**src/rtl/sseg_pkg.sv**
```systemverilog
// Shared constants and state encoding for the seven-segment display arbiter.
// Imported by the arbiter top and its round-robin picker.
package sseg_pkg;

  localparam int NREQ_DEF  = 4;
  localparam int DWELL_DEF = 50_000_000;
  localparam int DISP_W    = 16;

  typedef enum logic {
    IDLE = 1'b0,
    SHOW = 1'b1
  } state_e;

endpackage

```
**src/rtl/rr_pick.sv**
```systemverilog
// Combinational round-robin picker: first candidate strictly after `last`,
// wrapping, so `last` itself is considered only after all others.
module rr_pick #(
  parameter int N  = 4,
  parameter int IW = $clog2(N)
) (
  input  logic [N-1:0]  req,
  input  logic [IW-1:0] last,
  input  logic [N-1:0]  excl,
  output logic          valid,
  output logic [IW-1:0] idx
);

  logic [N-1:0]  cand;
  logic [IW-1:0] j;

  assign cand = req & ~excl;

  always_comb begin
    valid = 1'b0;
    idx   = '0;
    j     = '0;
    for (int i = 1; i <= N; i++) begin
      j = IW'((int'(last) + i) % N);
      if (!valid && cand[j]) begin
        valid = 1'b1;
        idx   = j;
      end
    end
  end

endmodule

```
**src/rtl/sseg_arb.sv**
```systemverilog
// Round-robin owner arbitration for a shared 16-bit seven-segment display,
// holding each grant for DWELL cycles and registering the owner's value.
module sseg_arb
  import sseg_pkg::*;
#(
  parameter int NREQ  = NREQ_DEF,
  parameter int DWELL = DWELL_DEF
) (
  input  logic                     clk,
  input  logic                     rst_n,
  input  logic [NREQ-1:0]          req,
  input  logic [DISP_W*NREQ-1:0]   data,
  output logic [NREQ-1:0]          grant,
  output logic [NREQ-1:0]          done,
  output logic [DISP_W-1:0]        disp_val,
  output logic [$clog2(NREQ)-1:0]  owner
);

  localparam int IW = $clog2(NREQ);
  localparam int CW = $clog2(DWELL + 1);
  localparam logic [CW-1:0] CNT_LOAD = CW'(DWELL - 1);

  state_e            state_q, state_d;
  logic [NREQ-1:0]   grant_q, grant_d;
  logic [IW-1:0]     owner_q, owner_d;
  logic [IW-1:0]     last_q, last_d;
  logic [CW-1:0]     cnt_q, cnt_d;
  logic [DISP_W-1:0] disp_q, disp_d;

  logic            expire;
  logic            own_req;
  logic            drop;
  logic [NREQ-1:0] excl;
  logic            pick_v;
  logic [IW-1:0]   pick_idx;
  logic [DISP_W-1:0] sel;

  assign expire  = (state_q == SHOW) && (cnt_q == '0);
  assign own_req = |(req & grant_q);
  assign drop    = (state_q == SHOW) && !expire && !own_req;
  assign excl    = drop ? grant_q : '0;

  rr_pick #(.N(NREQ), .IW(IW)) u_pick (
    .req   (req),
    .last  (last_q),
    .excl  (excl),
    .valid (pick_v),
    .idx   (pick_idx)
  );

  always_comb begin
    state_d = state_q;
    grant_d = grant_q;
    owner_d = owner_q;
    last_d  = last_q;
    cnt_d   = cnt_q;
    unique case (1'b1)
      (state_q == IDLE) || expire || drop: begin
        if (pick_v) begin
          state_d = SHOW;
          grant_d = {{(NREQ-1){1'b0}}, 1'b1} << pick_idx;
          owner_d = pick_idx;
          last_d  = pick_idx;
          cnt_d   = CNT_LOAD;
        end else begin
          state_d = IDLE;
          grant_d = '0;
          owner_d = '0;
          cnt_d   = '0;
        end
      end
      default: cnt_d = cnt_q - CW'(1);
    endcase
  end

  // Mux on the next owner so the display value lands with the grant.
  always_comb begin
    sel = '0;
    for (int k = 0; k < NREQ; k++) begin
      if (owner_d == IW'(k)) sel = data[k*DISP_W +: DISP_W];
    end
    disp_d = (state_d == SHOW) ? sel : '0;
  end

  always_ff @(posedge clk) begin
    if (!rst_n) begin
      state_q <= IDLE;
      grant_q <= '0;
      owner_q <= '0;
      last_q  <= IW'(NREQ - 1);
      cnt_q   <= '0;
      disp_q  <= '0;
    end else begin
      state_q <= state_d;
      grant_q <= grant_d;
      owner_q <= owner_d;
      last_q  <= last_d;
      cnt_q   <= cnt_d;
      disp_q  <= disp_d;
    end
  end

  assign grant    = grant_q;
  assign done     = expire ? grant_q : '0;
  assign disp_val = disp_q;
  assign owner    = owner_q;

endmodule

```
**config.mk**
```make
export PLATFORM = sky130hd
export DESIGN_NAME = sseg_arb
export DESIGN_NICKNAME = d
export VERILOG_FILES = /design/src/rtl/sseg_pkg.sv /design/src/rtl/rr_pick.sv /design/src/rtl/sseg_arb.sv
export SDC_FILE = /design/constraint.sdc
export NUM_CORES = 1
export LEC_CHECK = 0
export ABC_AREA = 1
export CELL_PAD_IN_SITES_DETAIL_PLACEMENT = 1
export CELL_PAD_IN_SITES_GLOBAL_PLACEMENT = 1
export CORE_UTILIZATION = 25
export CTS_BUF_LIST = sky130_fd_sc_hd__clkbuf_4
export DETAILED_ROUTE_END_ITERATION = 8
export GPL_ROUTABILITY_DRIVEN = 0
export HOLD_SLACK_MARGIN = 0.03
export PLACE_DENSITY_LB_ADDON = 0.3
export SYNTH_ARGS = -nofsm -noshare
export SYNTH_HDL_FRONTEND = slang
export SYNTH_SLANG_ARGS = --single-unit
```
**constraint.sdc**
```tcl
create_clock -name clk -period 4.7 [get_ports clk]
set_input_delay 0.94 -clock clk [delete_from_list [all_inputs] [get_ports clk]]
set_output_delay 0.94 -clock clk [all_outputs]
set_load 0.005 [all_outputs]
```
Word-level counts from Yosys, hierarchy flattened
Cells that the tools add are included.

Muxes and demuxes: 29. Divide/modulo/power cells: 0. Eq/ne operators: 3. Bitwise operators: 4. $lt $le $gt $ge: 4. Shift operators: 1. Reductions and logical operators: 18. Multiply operators: 0. $add $sub $neg: 5.

Operators with widths (number): 16-bit two-way mux (4); 26-bit two-way mux (2); 26-bit zero test (1); 26-bit by 1-bit subtractor with 26-bit output, second input constant (1); 2-bit by 3-bit less-than comparator with 1-bit output, second input constant (4); 2-bit two-way mux (6); 4-bit two-way mux (3); 1-bit two-way mux (10); 4-bit AND (2); 1-bit binary-select mux with 2-bit select (4); 1-bit logical AND (6); 1-bit zero test (5); 2-bit by 1-bit adder with 2-bit output, second input constant (2); 2-bit adder, second input constant (2); 2-bit equality test, second input constant (2); 4-bit NOT (1); 2-bit AND reduction (2); 4-bit OR reduction (1); 1-bit by 2-bit left shift with 4-bit output, first input constant (1); 2-bit by 1-bit equality test with 1-bit output, second input constant (1); 2-bit zero test (1); 1-bit logical OR (2); 1-bit NOT (1).

ROM bits: 0. Bits in latches: 0. Memories: 0. Memory bits (writable): 0. Bits of input ports: 70. Register bits: 51.

Logic depth before layout (Yosys ltp)
Word-level depth: 27. Gate-level depth with buffers: 19.

Hierarchy
Synthesis repeated with hierarchy kept, for this count alone.

Cells, all modules: 444. Area, all modules: 3108.0 µm².

Modules (own cells, without submodules): sseg_arb (cells each 389, area each 2791.4 µm², times used 1); rr_pick (cells each 55, area each 316.6 µm², times used 1).

Worst setup path before layout
Ideal clock, no wire load.

Path kind: input to register. From: input req[3]. To: register disp_q[1], in the netlist disp_val[1]. Required time: 4.591 ns. Cell stages on the path: 15. Setup slack: 2.463 ns. Setup time: 0.109 ns. Arrival time: 2.128 ns. Cells stage by stage: nand2_1 > nand2_1 > nand2_1 > nand2_1 > nor2_4 > nand3_2 > nand2_1 > nand2_2 > nand2_4 > nand2_8 > buf_6 > o21ai_1 > nand3_1 > nand2_1 > inv_1.

Word-level cells in the longest chain between the ends: 26. Elaborated cells between the ends (all ways): 43. Classes of those cells: eq/ne: 3; mux: 25; bitwise: 3; reduce/logical: 12.

Ends and longest elaborated chain: start: declaration (line sseg_arb.sv:11) `input logic [NREQ-1:0] req,`; 4-bit AND (line sseg_arb.sv:39) `assign own_req = |(req & grant_q);`; 4-bit OR reduction (line sseg_arb.sv:39); 1-bit zero test (line sseg_arb.sv:40) `assign drop = (state_q == SHOW) && !expire && !own_req;`; 1-bit logical AND (line sseg_arb.sv:40); 4-bit two-way mux (line sseg_arb.sv:41) `assign excl = drop ? grant_q : '0;`; 4-bit NOT (line rr_pick.sv:17) `assign cand = req & ~excl;`; 4-bit AND (line rr_pick.sv:17); 1-bit binary-select mux with 2-bit select (line rr_pick.sv:25) `if (!valid && cand[j]) begin`; [7 not listed]; 1-bit two-way mux (line rr_pick.sv:25); 1-bit zero test (line rr_pick.sv:25); 1-bit logical AND (line rr_pick.sv:25); 2-bit two-way mux / 1-bit two-way mux (equally long branches) (line rr_pick.sv:25); 2-bit two-way mux (line sseg_arb.sv:59) `if (pick_v) begin`; 2-bit two-way mux (line sseg_arb.sv:57) `unique case (1'b1)`; 2-bit zero test (line sseg_arb.sv:80) `if (owner_d == IW'(k)) sel = data[k*DISP_W +: DISP_W];`; 16-bit two-way mux (4 in series) (line sseg_arb.sv:80); end signal: assignment (line sseg_arb.sv:99) `disp_q <= disp_d;`; end: declaration (line sseg_arb.sv:28) `logic [DISP_W-1:0] disp_q, disp_d;`.

Several ways; a longest one is shown, not always the timed one. The select of a mux whose other input is x is not followed. A chain may end at the register's enable or synchronous reset.

Final worst setup path
From: register cnt_q[0]. To: output done[1].

Word-level cells in the longest chain between the ends: 3.

Ends and longest elaborated chain: start: declaration (line sseg_arb.sv:27) `logic [CW-1:0] cnt_q, cnt_d;`; start signal: assignment (line sseg_arb.sv:98) `cnt_q <= cnt_d;`; 26-bit zero test (line sseg_arb.sv:38) `assign expire = (state_q == SHOW) && (cnt_q == '0);`; 1-bit logical AND (line sseg_arb.sv:38); 4-bit two-way mux (line sseg_arb.sv:104) `assign done = expire ? grant_q : '0;`; end: declaration (line sseg_arb.sv:14) `output logic [NREQ-1:0] done,`.

No other way between the ends.

==> impl_metrics.ini <==
[run]
cap_violations = 0

[worst_setup_path]
start_kind = flip-flop
endpoint = done[1]
r2r-end = cnt_q[6]
r2r_start = last_q[0]
crit_start = cnt_q[0]
reg2regPathDepth = 11
cp-end-kind = output port
worstPathRequired_ns = 3.76
path_class = flip-flop to output port
critical_path_arrival_ns = 2.29
cp_max_fo = 4
rrSetupSlack_ns = 2.14

[clock_tree]
cts.sinks = 51
htreeDepth = 2
cts_made_buffers = 5
clock_path_buffers = 2
cts-root-buf = clkbuf_4
hold_buffers = 0
cts_tree = yes
post_cts_resized = 0
path_clk_slew_ns = 0.14
clk_latency_ns = 0.38
postCtsSetupRepairBufs = 0

[cells_and_area]
nets = 604
fillCellCount = 1459
synthToLayoutAreaGrowth_pct = 36.6
multi_input_area_sq_um = 1640
fin_area_sq_um = 4090
diodes = 0
ff_latch_area_sq_um = 1020
mostFrequentLayoutCells = 95 x clkdlybuf4s50_1, 94 x nand2_1, 59 x inv_1
final_common_cell = clkdlybuf4s50_1
layout-drive-gt1-share_pct = 7.53

[pwr]
p_leak_nw = 1.76
vdd_drop_max_uv = 307
powerDensity_nw_per_um2 = 636

[timing]
slew-limit-headroom_pct = 54.9
finClkSkew_ns = 0.0126
setup_tns_ns = 0
fin_crit_ns = 3.23
max_freq_mhz = 310
fin_crit_sh_pct = 68.7
setup_violations = 0
slew_viol_final = 0
tightest_slew_ns = 0.674
rsz0062_at_grt = no
hold_violations = 0

[synth]
synth.cell_area_sq_um = 2990
syn_area_per_cell_sq_um = 6.78
yosysTopAreaCell = dfxtp_1
syn_inst = 441
yosysSeqAreaShare_pct = 34.1
ys_async_sr_fraction_pct = 0
yosysTopAreaCellShare_pct = 34.1
ys_warn_count = 0
ys_ff_latch = 51
synth_edf_count = 0
synth_cell_types = 43
netlist_top_cells_area = dfxtp_1 34%, nand2_1 12%, nand3_1 8.2%
syn-num-nets = 513
synth_top_flop_cell = dfxtp_1

[floorplanning]
io_pins = 96
coreArea_sq_um = 11500
die_area_sq_um = 12400
die_x_um = 111
fp.dieH_um = 111
start_util_pct = 26.0
num_rows = 39

[global_routing]
grt-ovfl-total = 0
grt_max_degree = 21
grt_pass1_vias = 3335
grt_usage_pct = 15.2
antenna_found_initial = 0
grt_pass1_wl_um = 15300

[place]
placed_area_sq_um = 4040
hpwlAfterDp_um = 7310
portBuffers = 95

[route]
vias_per_cell = 4.58
first_iter_violations = 70
drtPass1Iterations = 6
ant_nets = 0
drc = 2
drt_wl_total_um = 9110
wire_per_inst_um = 13.5
via_count = 3089

[worst_hold_path]
hold_class = flip-flop to flip-flop

[status]
status = complete, but fails checks
failed_checks = design-rule violations
-- state kept, by name, summed over array words and instances, names as in the netlist --
name and flops:
grant 4, last_q 2, owner 2, disp_val 16
cnt_q 26, state_q 1
-- power breakdown --
part	internal [mW]	leakage, nW	total [mW]	switching, mW
sequential	0.595	0.423	0.713	0.118
combinational	0.615	1.31	1.69	1.07
clock	0.0594	0.0276	0.196	0.137
total	1.27	1.76	2.60	1.33
-- layout make-up --
type / instances / share of cell area [%]
flip-flops and latches: 51 / 25.0
repair buffers: 96 / 23.5
well taps: 143 / 4.38
multi-input cells: 314 / 40.1
inverters: 64 / 5.94
clock buffers: 6 / 1.10
-- how the worst min path moves through the flow --
stage	slack [ns]	endpoint	startpoint	cells after the start
5_1_grt	0.51	cnt_q[0]	cnt_q[0]	1
6_report	0.48	cnt_q[0]	cnt_q[0]	1
3_3_place_gp	0.46	cnt_q[0]	cnt_q[0]	1
4_1_cts	0.49	cnt_q[0]	cnt_q[0]	1
3_5_place_dp	0.47	cnt_q[0]	cnt_q[0]	1
2_1_floorplan	0.44	cnt_q[0]	cnt_q[0]	1
-- per-stage QoR --
stage,utilization (%),instances,hold slack (ns),power (mW),setup WS [ns]
floorplan,-,441,0.437,1.98,2.46
global placement,35.1,668,0.461,2.40,1.36
detailed placement,35.1,668,0.466,2.44,1.25
CTS,35.5,674,0.485,2.65,1.42
global route,35.5,674,0.512,2.87,1.24
finish,35.5,674,0.484,2.60,1.47
-- per-layer routing --
layer | up-vias | wire (um) | global-route usage (%)
met3 | 6 | 774 | 5.66
met1 | 1409 | 3940 | 17.0
li1 | 1594 | - | -
met4 | 0 | 85 | 3.78
met2 | 80 | 4310 | 27.3
met5 | - | 0 | 0
-- synth_stat cells, drive strengths merged (2+ instances only) --
library cell	number
buf	10
clkbuf	2
inv	63
o211ai	2
xor2	5
o21ai	33
xnor2	6
dfxtp	51
or2	2
nor2	59
nand3	52
nand2	107
o32ai	3
nand4	9
nand3b	6
nor3	5
ha	2
a21oi	13
o31ai	2
-- worst max-delay path: stages, from the launching register on --
cell and delay [ns]:
dfxtp_1 0.35, inv_1 0.10, ha_1 0.19, nand3_1 0.10, nor4_1 0.24, nand4_1 0.25
nor2_1 0.16, clkdlybuf4s50_1 0.54
-- cells by family after synthesis --
| logic type | synth area share, % |
|---|---|
| AOI/OAI and AO/OA | 10.9 |
| xor gates and xnor gates | 3.22 |
| adders and majority gates | 0.837 |
| buffers and inverters | 11.0 |
| DFF | 34.1 |
| and+or+nand+nor | 39.9 |
Note: power is estimated with default switching activity, not from simulation.
